### src/rtl/addr_trace_gen_pkg.sv
// Shared types and constants for the address trace generator (package trace_pkg).
package trace_pkg;

   localparam logic [1:0] MODE_STRIDE = 2'b00;
   localparam logic [1:0] MODE_LOOP   = 2'b01;
   localparam logic [1:0] MODE_RAND   = 2'b10;
   localparam logic [1:0] MODE_RSVD   = 2'b11;

   typedef enum logic [1:0] {StIdle, StRun, StDone} state_e;

   // x^31 + x^28 + 1, shifting left with feedback into bit 0
   localparam int unsigned LFSR_W      = 31;
   localparam int unsigned LFSR_TAP_HI = 30;
   localparam int unsigned LFSR_TAP_LO = 27;

   function automatic int unsigned line_off_w(input int unsigned line_size);
      return $clog2(line_size);
   endfunction

endpackage

### src/rtl/addr_trace_gen_if.sv
// Command/address handshake bundle between the trace generator (master) and its consumer.
// gap_41 exists only when TRACE_THROTTLE_EN is defined.
interface addr_trace_gen_if #(
   parameter int unsigned ADDR_W = 31,
   parameter int unsigned CNT_W  = 31
);
   logic              start_41;
   logic [1:0]        mode_41;
   logic [ADDR_W-1:0] base_41;
   logic [ADDR_W-1:0] stride_41;
   logic [ADDR_W-1:0] span_41;
   logic [CNT_W-1:0]  count_41;
   logic              ready_41;
   logic [ADDR_W-1:0] addr_41;
   logic              valid_41;
   logic              busy_41;
   logic              done_41;
   logic [CNT_W-1:0]  issued_41;
`ifdef TRACE_THROTTLE_EN
   logic [7:0]        gap_41;
`endif

   modport master (
      input  start_41, mode_41, base_41, stride_41, span_41, count_41, ready_41,
`ifdef TRACE_THROTTLE_EN
      input  gap_41,
`endif
      output addr_41, valid_41, busy_41, done_41, issued_41
   );

   modport slave (
      output start_41, mode_41, base_41, stride_41, span_41, count_41, ready_41,
`ifdef TRACE_THROTTLE_EN
      output gap_41,
`endif
      input  addr_41, valid_41, busy_41, done_41, issued_41
   );

endinterface

### src/rtl/addr_trace_gen_lfsr.sv
// 31-bit Fibonacci LFSR (x^31 + x^28 + 1) for the random address pattern.
module trace_lfsr
   import trace_pkg::*;
#(
   parameter logic [LFSR_W-1:0] SEED = 31'h1
) (
   input  logic              clk_i,
   input  logic              rst_ni,
   input  logic              en_i,
   output logic [LFSR_W-1:0] state_o
);

   logic [LFSR_W-1:0] state_q, state_d;

   always_comb begin
      state_d = state_q;
      if (en_i) begin
         state_d = {state_q[LFSR_W-2:0], state_q[LFSR_TAP_HI] ^ state_q[LFSR_TAP_LO]};
      end
   end

   always_ff @(posedge clk_i or negedge rst_ni) begin
      if (!rst_ni) begin
         state_q <= SEED;
      end else begin
         state_q <= state_d;
      end
   end

   assign state_o = state_q;

endmodule

### src/rtl/addr_trace_gen.sv
// Programmable line-aligned address trace generator (stride / loop / random patterns).
// Define TRACE_THROTTLE_EN to add an inter-transfer gap (gap_41) on the interface.
module addr_trace_gen
   import trace_pkg::*;
#(
   parameter int unsigned       ADDR_W    = 31,
   parameter int unsigned       LINE_SIZE = 8,
   parameter int unsigned       CNT_W     = 31,
   parameter logic [LFSR_W-1:0] LFSR_SEED = 31'h1
) (
   input logic              clk_41,
   input logic              rst_41,
   addr_trace_gen_if.master bus
);

   localparam int unsigned       LSB      = line_off_w(LINE_SIZE);
   localparam logic [ADDR_W-1:0] LOW_MASK = ADDR_W'((64'd1 << LSB) - 64'd1);

   state_e            state_q;
   logic [1:0]        mode_q;
   logic [ADDR_W-1:0] base_q, stride_q, span_q, offset_q, addr_q;
   logic [CNT_W-1:0]  count_q, issued_q;
   logic              valid_q, busy_q, done_q;
`ifdef TRACE_THROTTLE_EN
   logic [7:0]        gap_q, gap_cnt_q;
`endif

   logic [LFSR_W-1:0] lfsr_state;
   logic [ADDR_W-1:0] lfsr_ext, span_eff, rand_mask, offset_d, addr_d;
   logic [ADDR_W:0]   loop_sum;
   logic [CNT_W-1:0]  issued_inc;
   logic              xfer, lfsr_en;

   assign xfer       = (state_q == StRun) && valid_q && bus.ready_41;
   // The LFSR only moves on random-mode transfers so other patterns leave it untouched
   assign lfsr_en    = xfer && (mode_q == MODE_RAND);
   assign issued_inc = issued_q + CNT_W'(1);
   assign lfsr_ext   = ADDR_W'(lfsr_state);

   trace_lfsr #(
      .SEED (LFSR_SEED)
   ) u_lfsr (
      .clk_i   (clk_41),
      .rst_ni  (rst_41),
      .en_i    (lfsr_en),
      .state_o (lfsr_state)
   );

   always_comb begin
      loop_sum  = {1'b0, offset_q} + {1'b0, stride_q};
      span_eff  = (span_q == '0) ? ADDR_W'(1) : span_q;
      rand_mask = (span_q == '0) ? '0 : span_q - ADDR_W'(1);
      case (mode_q)
         MODE_LOOP: offset_d = (loop_sum >= {1'b0, span_eff}) ? '0 : loop_sum[ADDR_W-1:0];
         MODE_RAND: offset_d = lfsr_ext & rand_mask;
         default:   offset_d = offset_q + stride_q;
      endcase
      addr_d = (base_q + (offset_d << LSB)) & ~LOW_MASK;
   end

   always_ff @(posedge clk_41 or negedge rst_41) begin
      if (!rst_41) begin
         state_q   <= StIdle;
         mode_q    <= MODE_STRIDE;
         base_q    <= '0;
         stride_q  <= '0;
         span_q    <= '0;
         count_q   <= '0;
         offset_q  <= '0;
         addr_q    <= '0;
         issued_q  <= '0;
         valid_q   <= 1'b0;
         busy_q    <= 1'b0;
         done_q    <= 1'b0;
`ifdef TRACE_THROTTLE_EN
         gap_q     <= '0;
         gap_cnt_q <= '0;
`endif
      end else begin
         unique case (state_q)
            StIdle: begin
               if (bus.start_41) begin
                  mode_q   <= bus.mode_41;
                  base_q   <= bus.base_41;
                  stride_q <= bus.stride_41;
                  span_q   <= bus.span_41;
                  count_q  <= bus.count_41;
                  offset_q <= '0;
                  issued_q <= '0;
                  addr_q   <= bus.base_41 & ~LOW_MASK;
                  busy_q   <= 1'b1;
`ifdef TRACE_THROTTLE_EN
                  gap_q     <= bus.gap_41;
                  gap_cnt_q <= '0;
`endif
                  if ((bus.count_41 == '0) || (bus.mode_41 == MODE_RSVD)) begin
                     state_q <= StDone;
                     done_q  <= 1'b1;
                  end else begin
                     state_q <= StRun;
                     valid_q <= 1'b1;
                  end
               end
            end
            StRun: begin
               if (xfer) begin
                  issued_q <= issued_inc;
                  if (issued_inc == count_q) begin
                     state_q <= StDone;
                     valid_q <= 1'b0;
                     done_q  <= 1'b1;
                  end else begin
                     offset_q <= offset_d;
                     addr_q   <= addr_d;
`ifdef TRACE_THROTTLE_EN
                     if (gap_q != '0) begin
                        valid_q   <= 1'b0;
                        gap_cnt_q <= gap_q;
                     end
`endif
                  end
               end
`ifdef TRACE_THROTTLE_EN
               else if (!valid_q) begin
                  if (gap_cnt_q == 8'd1) valid_q <= 1'b1;
                  gap_cnt_q <= gap_cnt_q - 8'd1;
               end
`endif
            end
            StDone: begin
               done_q  <= 1'b0;
               busy_q  <= 1'b0;
               state_q <= StIdle;
            end
            default: state_q <= StIdle;
         endcase
      end
   end

   assign bus.addr_41   = addr_q;
   assign bus.valid_41  = valid_q;
   assign bus.busy_41   = busy_q;
   assign bus.done_41   = done_q;
   assign bus.issued_41 = issued_q;

endmodule

### src/flat_wrapper.sv
// flat-port wrapper written by rule: the top's interface ports become plain ports
module addr_trace_gen_flat import trace_pkg::*;
#(
   parameter int unsigned       ADDR_W    = 31,
   parameter int unsigned       LINE_SIZE = 8,
   parameter int unsigned       CNT_W     = 31,
   parameter logic [LFSR_W-1:0] LFSR_SEED = 31'h1
)
  (clk_41, rst_41, bus_start_41, bus_mode_41, bus_base_41, bus_stride_41, bus_span_41, bus_count_41, bus_ready_41, bus_addr_41, bus_valid_41, bus_busy_41, bus_done_41, bus_issued_41);
  addr_trace_gen_if #(.ADDR_W(ADDR_W), .CNT_W(CNT_W)) bus_i ();
  input logic clk_41;
  input logic rst_41;
  input wire logic [$bits(bus_i.start_41)-1:0] bus_start_41;
  input wire logic [$bits(bus_i.mode_41)-1:0] bus_mode_41;
  input wire logic [$bits(bus_i.base_41)-1:0] bus_base_41;
  input wire logic [$bits(bus_i.stride_41)-1:0] bus_stride_41;
  input wire logic [$bits(bus_i.span_41)-1:0] bus_span_41;
  input wire logic [$bits(bus_i.count_41)-1:0] bus_count_41;
  input wire logic [$bits(bus_i.ready_41)-1:0] bus_ready_41;
  output wire logic [$bits(bus_i.addr_41)-1:0] bus_addr_41;
  output wire logic [$bits(bus_i.valid_41)-1:0] bus_valid_41;
  output wire logic [$bits(bus_i.busy_41)-1:0] bus_busy_41;
  output wire logic [$bits(bus_i.done_41)-1:0] bus_done_41;
  output wire logic [$bits(bus_i.issued_41)-1:0] bus_issued_41;
  assign bus_i.start_41 = bus_start_41;
  assign bus_i.mode_41 = bus_mode_41;
  assign bus_i.base_41 = bus_base_41;
  assign bus_i.stride_41 = bus_stride_41;
  assign bus_i.span_41 = bus_span_41;
  assign bus_i.count_41 = bus_count_41;
  assign bus_i.ready_41 = bus_ready_41;
  assign bus_addr_41 = bus_i.addr_41;
  assign bus_valid_41 = bus_i.valid_41;
  assign bus_busy_41 = bus_i.busy_41;
  assign bus_done_41 = bus_i.done_41;
  assign bus_issued_41 = bus_i.issued_41;
  addr_trace_gen #(.ADDR_W(ADDR_W), .LINE_SIZE(LINE_SIZE), .CNT_W(CNT_W), .LFSR_SEED(LFSR_SEED)) u_core (.clk_41(clk_41), .rst_41(rst_41), .bus(bus_i));
endmodule
### config.mk
export PLATFORM = sky130hd
export DESIGN_NAME = addr_trace_gen_flat
export DESIGN_NICKNAME = d
export VERILOG_FILES = /design/src/rtl/addr_trace_gen_pkg.sv /design/src/rtl/addr_trace_gen_if.sv /design/src/rtl/addr_trace_gen_lfsr.sv /design/src/rtl/addr_trace_gen.sv /design/src/flat_wrapper.sv
export SDC_FILE = /design/constraint.sdc
export NUM_CORES = 1
export LEC_CHECK = 0
export CORE_ASPECT_RATIO = 1.2
export CORE_MARGIN = 2
export CORE_UTILIZATION = 55
export CTS_CLUSTER_DIAMETER = 30
export DETAILED_ROUTE_END_ITERATION = 16
export PLACE_DENSITY = 0.79
export SKIP_LAST_GASP = 1
export SYNTH_ARGS = -nofsm -noshare
export SYNTH_HDL_FRONTEND = slang
export SYNTH_HIERARCHICAL = 1
export SYNTH_SLANG_ARGS = --single-unit
### constraint.sdc
create_clock -name clk_41 -period 20.7 [get_ports clk_41]
set_clock_uncertainty 0.2 [all_clocks]
set_input_delay 4.14 -clock clk_41 [delete_from_list [all_inputs] [get_ports clk_41]]
set_output_delay 4.14 -clock clk_41 [all_outputs]
set_load 0.03 [all_outputs]
# ---- Word-level counts from Yosys, hierarchy flattened
# Cells that the tools add are included.
dict set report totals {
  reg_bits 255
  elab_cells 81
  input_bits 130
  output_inout_bits 65
}
dict set report classes {
  reduce_logical 17
  order_cmp 1
  n_addsub 5
  bitwise_logic 2
  n_eq_ne 12
  n_mux 31
}
# cell count
set ops {}
lappend ops {{two-way mux 31 bit} 10}
lappend ops {{one-hot mux 31 bit (2 select lines)} 4}
lappend ops {{adder 31 bit} 2}
lappend ops {{zero test 31 bit} 2}
lappend ops {{adder 31 x 31 -> 32 bit} 1}
lappend ops {{>= comparator 32 x 31 -> 1 bit} 1}
lappend ops {{adder 31 x 1 -> 31 bit, second input constant} 1}
lappend ops {{bitwise AND 31 bit} 1}
lappend ops {{== test 31 bit} 1}
lappend ops {{subtractor 31 x 1 -> 31 bit, second input constant} 1}
lappend ops {{AND reduction 5 bit} 2}
lappend ops {{two-way mux 1 bit} 9}
lappend ops {{two-way mux 2 bit} 4}
lappend ops {{!= test 2 bit, second input constant} 4}
lappend ops {{== test 2 bit, second input constant} 3}
lappend ops {{AND reduction 3 bit} 2}
lappend ops {{== test 2 x 1 -> 1 bit, second input constant} 2}
lappend ops {{!= test 2 x 1 -> 1 bit, second input constant} 2}
lappend ops {{one-hot mux 1 bit (2 select lines)} 2}
lappend ops {{one-hot mux 2 bit (2 select lines)} 1}
lappend ops {{AND reduction 2 bit} 2}
lappend ops {{AND reduction 4 bit} 1}
lappend ops {{nonzero test 2 bit} 2}
lappend ops {{logical AND 1 bit} 3}
lappend ops {{5 further kinds} 5}

# ---- Logic depth before layout (Yosys ltp)
dict set report depth {
  ltp_word 9
  depth_mapped 33
  mapped_depth_nobuf 32
}

# ---- Modules after synthesis
# The synthesis kept the hierarchy.
# mod instances area_each_um2 cells_each seq_area_each_um2
set by_module_without_submodules {}
lappend by_module_without_submodules {addr_trace_gen 1 14615.3 1502 5455.2}
lappend by_module_without_submodules {trace_lfsr 1 1308.8 68 777.0}

# ---- Least setup slack after synthesis
# Ideal clock, no wire load.
dict set report synth_timing {
  path_type {register to register}
  start {reg u_core.stride_q[16]}
  end {reg u_core.addr_q[30], in the netlist u_core/bus.addr_41[30]}
  t_arrival_ps 6744
  period_less_slack_ps 7069
  required_time_ps 20376
  stages_incl_launch_ff 30
  setup_slack_ps 13631
  n_path_buf 1
  setup_time_ps 124
  path_cell_list {dfrtp_1 -> ha_1 -> a21oi_1 -> o211ai_1 -> a21o_1 -> a2111o_1 -> o21ai_0 -> a21oi_1 -> a2111o_1 -> nand3_1 -> ha_1 -> nand4_1 -> nor2_1 -> a222oi_1 -> and3_1 -> o21ai_0 -> o21ai_1 -> clkbuf_1 -> a32o_1 -> ha_1 -> a21o_1 -> a21o_1 -> a221o_1 -> o21ai_0 -> a311o_1 -> nor2_1 -> a2111oi_0 -> o21ai_0 -> xnor2_1 -> o21ai_1}
}
dict set report synth_between {
  elab_chain_cells 8
  elab_cells_between_ends 9
  classes_between {add/sub (3); order compare (1); mux (5)}
}
# item line
set synth_rtl {}
lappend synth_rtl {{from (decl)} addr_trace_gen.sv:21} ;# logic [ADDR_W-1:0] base_q, stride_q, span_q, offset_q, addr_q;
lappend synth_rtl {{from (signal assigned)} addr_trace_gen.sv:85} ;# stride_q <= bus.stride_41;
lappend synth_rtl {{adder 31 x 31 -> 32 bit} addr_trace_gen.sv:50} ;# loop_sum = {1'b0, offset_q} + {1'b0, stride_q};
lappend synth_rtl {{>= comparator 32 x 31 -> 1 bit} addr_trace_gen.sv:54} ;# MODE_LOOP: offset_d = (loop_sum >= {1'b0, span_eff}) ? '0 : loop_sum[ADDR_W-1:0];
lappend synth_rtl {{two-way mux 31 bit} addr_trace_gen.sv:54}
lappend synth_rtl {{one-hot mux 31 bit (2 select lines) (*)} addr_trace_gen.sv:53} ;# case (mode_q)
lappend synth_rtl {{adder 31 bit (*)} addr_trace_gen.sv:58} ;# addr_d = (base_q + (offset_d << LSB)) & ~LOW_MASK;
lappend synth_rtl {{two-way mux 31 bit (*)} addr_trace_gen.sv:108} ;# if (issued_inc == count_q) begin
lappend synth_rtl {{two-way mux 31 bit (*)} addr_trace_gen.sv:106} ;# if (xfer) begin
lappend synth_rtl {{one-hot mux 31 bit (2 select lines) (*)} addr_trace_gen.sv:80} ;# unique case (state_q)
lappend synth_rtl {{to (signal assigned)} addr_trace_gen.sv:90} ;# addr_q <= bus.base_41 & ~LOW_MASK;
lappend synth_rtl {{to (signal assigned)} addr_trace_gen.sv:114} ;# addr_q <= addr_d;
lappend synth_rtl {{to (decl)} addr_trace_gen.sv:21}
# Every way passes the cells marked *; elsewhere a longest branch is shown, timed or not. The select of a mux whose other input is x is not followed.
# A chain may end at the register's enable or synchronous reset.

# ---- Final worst setup path
dict set report layout_timing {
  start {reg u_core.span_q[0]}
  end {reg u_core.addr_q[30], in the netlist u_core/bus.addr_41[30]}
}
dict set report layout_between {
  elab_chain_cells 9
  elab_cells_between_ends 12
  classes_between {add/sub (2); order compare (1); mux (7); bitwise (1); reduce/logical (1)}
}
# item line
set layout_rtl {}
lappend layout_rtl {{from (decl)} addr_trace_gen.sv:21}
lappend layout_rtl {{from (signal assigned)} addr_trace_gen.sv:86} ;# span_q <= bus.span_41;
lappend layout_rtl {{zero test 31 bit} {addr_trace_gen.sv:51, addr_trace_gen.sv:52}}
lappend layout_rtl {{two-way mux 31 bit} addr_trace_gen.sv:51} ;# span_eff = (span_q == '0) ? ADDR_W'(1) : span_q;
lappend layout_rtl {{>= comparator 32 x 31 -> 1 bit} addr_trace_gen.sv:54}
lappend layout_rtl {{two-way mux 31 bit} addr_trace_gen.sv:54}
lappend layout_rtl {{one-hot mux 31 bit (2 select lines) (*)} addr_trace_gen.sv:53}
lappend layout_rtl {{adder 31 bit (*)} addr_trace_gen.sv:58}
lappend layout_rtl {{two-way mux 31 bit (*)} addr_trace_gen.sv:108}
lappend layout_rtl {{two-way mux 31 bit (*)} addr_trace_gen.sv:106}
lappend layout_rtl {{one-hot mux 31 bit (2 select lines) (*)} addr_trace_gen.sv:80}
# Marks and branches as above.

==> impl_results.rst <==
.. list-table::
   :header-rows: 1

   * - Metric
     - Value
   * - Starting Density
     - 0.555
   * - Final Hold Viols
     - 0
   * - FMAX
     - about 0.11 GHz
   * - Vertical die dimension
     - approximately 190 µm
   * - Setup-violating endpoint count in the final report
     - 0
   * - # nets final
     - approximately 2000
   * - Max-slew headroom
     - 0.181
   * - Via count normalized by instance count
     - 6.11
   * - First-pass iteration count of the detailed router
     - 5
   * - Post-Route Setup TNS
     - 0 ns
   * - Synthesized instance count
     - around 1600
   * - Hold Crit Depth
     - 2
   * - Post-layout utilization of the core
     - 0.689
   * - Maximum fanout along the worst path
     - 30
   * - Number of DRC violations after detailed routing
     - 0
   * - Setup Fix Bufs, Post-CTS
     - 0
   * - Static leakage
     - approximately 0.0087 µW
   * - Maximum clock insertion buffer count
     - 3
   * - Critical path type
     - flip-flop to flip-flop
   * - Unrepaired setup endpoints after global routing
     - false
   * - Max Transition Viols Final
     - 0
   * - Cell Pwr Density
     - roughly 190 mW/mm²
   * - Syn. warnings
     - 6
   * - Wire length per cell after detailed routing
     - slightly above 20 µm
   * - RD Place Congestion
     - between 0.9 and 1
   * - Clock tree from TritonCTS
     - built
   * - Cell at the root of the clock tree
     - sky130_fd_sc_hd__clkbuf_16
   * - Total global routing overflow
     - 0
   * - CTS Buf Count
     - 50
   * - Number of antenna violations at the first check in global routing
     - 0
   * - Layout Cell Area excl Fill
     - between 0.015 and 0.02 mm²
   * - Total of flip-flops plus latches after synthesis
     - 249
   * - Detailed Place HPWL
     - 31.0 mm
   * - Fraction of the cycle the final worst path needs
     - 0.427
   * - Fraction of layout instances using a drive strength above 1
     - 0.155
   * - Final worst path period need
     - ~8.8 ns
   * - Total power
     - around 3800 µW
   * - Antenna Nets Post-Route
     - 0
   * - Number of enable flip-flop cells after synthesis
     - 0
   * - Avg Cell Area, Syn
     - 10.1 µm²
   * - Number of DRC markers in iteration 0
     - between 900 and 1000
   * - Async SR Flop Fraction
     - 1.00
   * - Routed WL
     - 43.9 mm
   * - Data required, critical path
     - ~21 ns
   * - Maximum number of pins on one net before global-route repair
     - approximately 100
   * - Number of distinct standard cells referenced by the synthesized netlist
     - just over 80
   * - Number of cells on the worst reg-to-reg path
     - 27
   * - Transition time of the tightest slew-check pin
     - 1.23 ns
   * - Number of placed instances, taps included
     - 2086
   * - Clock input transition at the sequential cells of the worst setup and hold paths
     - 0.05 ns
   * - Post-layout instance count excluding filler cells
     - 2179
   * - Die area
     - around 0.030 mm²
   * - Combined global-route utilization of all metal layers
     - 0.285
   * - Clk Latency, worst-skew pair
     - approximately 0.56 ns
   * - Sequential fraction of the synthesis area
     - 0.391
   * - CTS HTree Levels
     - 2
   * - Status
     - completed
   * - Total clock sinks
     - 249
   * - Worst hold-check path type
     - flip-flop to flip-flop
   * - Die X-Extent
     - roughly 160 µm
   * - First-pass GRT wire length
     - 69.7 mm
   * - WP data arrival
     - 9.12 ns
   * - I/O pin cnt
     - 195
   * - Count of port buffers added during placement
     - between 150 and 200
   * - Post-Synthesis Cell Area
     - 0.0159 mm²
   * - Post-CTS resize count
     - 0
   * - Synthesis-to-finish area growth
     - 24.1%
   * - Count of standard-cell rows
     - between 60 and 70
   * - Number of buffers inserted for hold repair after clock tree synthesis
     - 0
   * - Nature of the critical path startpoint
     - flip-flop
   * - Std-Cell Core Area
     - ~0.029 mm²
   * - Total via count after detailed routing
     - 13300
   * - Kind of end point of the critical path
     - flip-flop
   * - Ant. Diodes
     - 0
   * - Via count of the first global-routing pass
     - around 13000
   * - Cell area after placement
     - about 0.018 mm²
   * - Peak VDD IR
     - between 0.1 and 0.15 mV
   * - Most used DFF post-synth
     - sky130_fd_sc_hd__dfrtp_1
   * - Count of max-cap constraint violations
     - 0
-- logic make-up after synthesis --
group | after synthesis | share of synthesized area
DFF | 249 | 0.391
AOI/OAI and AO/OA | 413 | 0.177
adders and majority gates | 100 | 0.0795
other | 1 | 0.000235
and+or+nand+nor | 376 | 0.120
xor gates and xnor gates | 108 | 0.0594
buffers and inverters | 144 | 0.0418
muxes | 179 | 0.131
-- final cells by class --
class	count	area (µm²)
inverter	73	274
tap	385	482
multi-input combinational	1179	9060
sequential	249	6230
clock buffer	58	1330
timing repair buffer	200	1980
fill	2167	8900
clock inverter	35	408
-- cells in the final DEF, fill, tap and decap left out, types with 7 or more instances in the layout --
cell | Yosys | final
sky130_fd_sc_hd__nand3_1 | 41 | 41
sky130_fd_sc_hd__nand2_1 | 101 | 100
sky130_fd_sc_hd__ha_1 | 98 | 97
sky130_fd_sc_hd__and2_1 | 10 | 10
sky130_fd_sc_hd__o21ai_0 | 93 | 93
sky130_fd_sc_hd__a211oi_1 | 15 | 15
sky130_fd_sc_hd__inv_1 | 73 | 73
sky130_fd_sc_hd__a22o_1 | 29 | 29
sky130_fd_sc_hd__a31oi_1 | 13 | 13
sky130_fd_sc_hd__o21bai_1 | 12 | 12
sky130_fd_sc_hd__nor2_1 | 82 | 80
sky130_fd_sc_hd__inv_6 | 0 | 8
sky130_fd_sc_hd__a21oi_1 | 76 | 76
sky130_fd_sc_hd__xor2_1 | 23 | 23
sky130_fd_sc_hd__nand4_1 | 26 | 26
sky130_fd_sc_hd__o211ai_1 | 8 | 8
sky130_fd_sc_hd__nor3_1 | 22 | 22
sky130_fd_sc_hd__o31ai_1 | 14 | 14
sky130_fd_sc_hd__clkbuf_16 | 0 | 51
sky130_fd_sc_hd__and3_1 | 16 | 16
sky130_fd_sc_hd__xnor2_1 | 85 | 85
sky130_fd_sc_hd__clkdlybuf4s50_1 | 0 | 187
sky130_fd_sc_hd__o21ai_1 | 14 | 13
sky130_fd_sc_hd__o41ai_1 | 11 | 11
sky130_fd_sc_hd__dfrtp_1 | 248 | 248
sky130_fd_sc_hd__or3_1 | 7 | 7
sky130_fd_sc_hd__buf_4 | 3 | 12
sky130_fd_sc_hd__a32o_1 | 25 | 25
sky130_fd_sc_hd__nor2b_1 | 9 | 9
sky130_fd_sc_hd__o21a_1 | 16 | 16
sky130_fd_sc_hd__a21o_1 | 35 | 35
sky130_fd_sc_hd__clkinvlp_4 | 0 | 10
sky130_fd_sc_hd__nor4_1 | 22 | 22
sky130_fd_sc_hd__mux2i_1 | 25 | 25
sky130_fd_sc_hd__mux2_4 | 28 | 28
sky130_fd_sc_hd__mux2_2 | 126 | 126
-- cells in the mapped netlist (15+ instances only) --
| cell type | n | area, µm² |
|---|---|---|
| sky130_fd_sc_hd__clkbuf_1 | 41 | 154 |
| sky130_fd_sc_hd__a21oi_1 | 76 | 380 |
| sky130_fd_sc_hd__a32o_1 | 25 | 250 |
| sky130_fd_sc_hd__nor4_1 | 22 | 138 |
| sky130_fd_sc_hd__nor2_1 | 82 | 308 |
| sky130_fd_sc_hd__xnor2_1 | 85 | 744 |
| sky130_fd_sc_hd__mux2_2 | 126 | 1420 |
| sky130_fd_sc_hd__ha_1 | 98 | 1230 |
| sky130_fd_sc_hd__nand3_1 | 41 | 205 |
| sky130_fd_sc_hd__nor3_1 | 22 | 110 |
| sky130_fd_sc_hd__mux2i_1 | 25 | 250 |
| sky130_fd_sc_hd__a22o_1 | 29 | 254 |
| sky130_fd_sc_hd__a211oi_1 | 15 | 113 |
| sky130_fd_sc_hd__mux2_4 | 28 | 420 |
| sky130_fd_sc_hd__o21ai_0 | 93 | 465 |
| sky130_fd_sc_hd__nand4_1 | 26 | 163 |
| sky130_fd_sc_hd__and3_1 | 16 | 100 |
| sky130_fd_sc_hd__nand2_1 | 101 | 379 |
| sky130_fd_sc_hd__o21a_1 | 16 | 120 |
| sky130_fd_sc_hd__dfrtp_1 | 248 | 6210 |
| sky130_fd_sc_hd__xor2_1 | 23 | 201 |
| sky130_fd_sc_hd__inv_1 | 73 | 274 |
| sky130_fd_sc_hd__a21o_1 | 35 | 263 |
-- path summary, 6_finish.rpt --
check,slack [ns],endpoint,startpoint
setup / recovery,11.86,u_core/bus.addr_41[30]$_DFFE_PN0P_,u_core/span_q[0]$_DFFE_PN0P_
hold / removal,0.28,u_core/bus.addr_41[17]$_DFFE_PN0P_,u_core/bus.addr_41[17]$_DFFE_PN0P_
setup reg to reg,11.86,u_core/bus.addr_41[30]$_DFFE_PN0P_,u_core/span_q[0]$_DFFE_PN0P_
hold reg to reg,0.28,u_core/bus.addr_41[17]$_DFFE_PN0P_,u_core/bus.addr_41[17]$_DFFE_PN0P_
max in group asynchronous,15.31,u_core/offset_q[14]$_DFFE_PN0P_,rst_41
min in group asynchronous,3.42,u_core/bus.issued_41[12]$_DFFE_PN0P_,rst_41
-- stage by stage --
step / hold WS (ns) / setup WS (ns)
finish: 0.284 / 11.86
global route: 0.317 / 11.32
CTS: 0.290 / 11.91
detailed placement: 0.274 / 12.00
global placement: 0.263 / 12.21
floorplan: 0.252 / 13.63
-- flip-flops by register name, indices dropped and copies added (netlist names), 2 cells and up --
signal	count
u_core/stride_q	31
u_core/base_q	28
u_core/bus.addr_41	28
u_core/u_lfsr/state_o	31
u_core/offset_q	31
u_core/mode_q	2
u_core/span_q	31
u_core/bus.issued_41	31
u_core/count_q	31
u_core/state_q	2
-- worst max-delay path, cell delays in order, from the launching register on --
cell and delay, ns:
sky130_fd_sc_hd__dfrtp_1 0.41, sky130_fd_sc_hd__inv_1 0.16, sky130_fd_sc_hd__ha_1 0.22, sky130_fd_sc_hd__nor3b_1 0.60, sky130_fd_sc_hd__nand3_1 0.49, sky130_fd_sc_hd__or4_1 0.67, sky130_fd_sc_hd__or4_1 0.56, sky130_fd_sc_hd__nand2_1 0.11
sky130_fd_sc_hd__ha_1 0.22, sky130_fd_sc_hd__nand2b_1 0.14, sky130_fd_sc_hd__a31oi_1 0.20, sky130_fd_sc_hd__o21ai_0 0.17, sky130_fd_sc_hd__a21oi_1 0.25, sky130_fd_sc_hd__o21ai_0 0.24, sky130_fd_sc_hd__o21ai_2 0.24, sky130_fd_sc_hd__buf_4 0.37
sky130_fd_sc_hd__a32o_1 0.31, sky130_fd_sc_hd__ha_1 0.29, sky130_fd_sc_hd__a211oi_1 0.43, sky130_fd_sc_hd__nor4_1 0.15, sky130_fd_sc_hd__o21a_1 0.21, sky130_fd_sc_hd__o21ai_0 0.33, sky130_fd_sc_hd__a311o_1 0.32, sky130_fd_sc_hd__nor2_1 0.07
sky130_fd_sc_hd__a2111oi_0 0.75, sky130_fd_sc_hd__o21ai_0 0.29, sky130_fd_sc_hd__xnor2_1 0.19, sky130_fd_sc_hd__o21ai_1 0.15
-- routing by layer --
layer | routed length, µm | up-vias | global-route usage | share of wire
li1 | - | 6192 | - | -
met1 | 17700 | 6521 | 0.338 | 0.40
met2 | 21700 | 462 | 0.501 | 0.49
met4 | 2410 | 0 | 0.155 | 0.055
met5 | 0 | - | 0 | 0
met3 | 2160 | 138 | 0.0426 | 0.049
-- power by group --
group,total [µW],switching [µW],internal [µW],leakage (µW)
registers,824,155,669,0.00314
logic,2150,1220,929,0.00475
clock network,822,289,533,0.000823
total,3790,1660,2130,0.00871
Note: power is estimated with default switching activity, not from simulation.
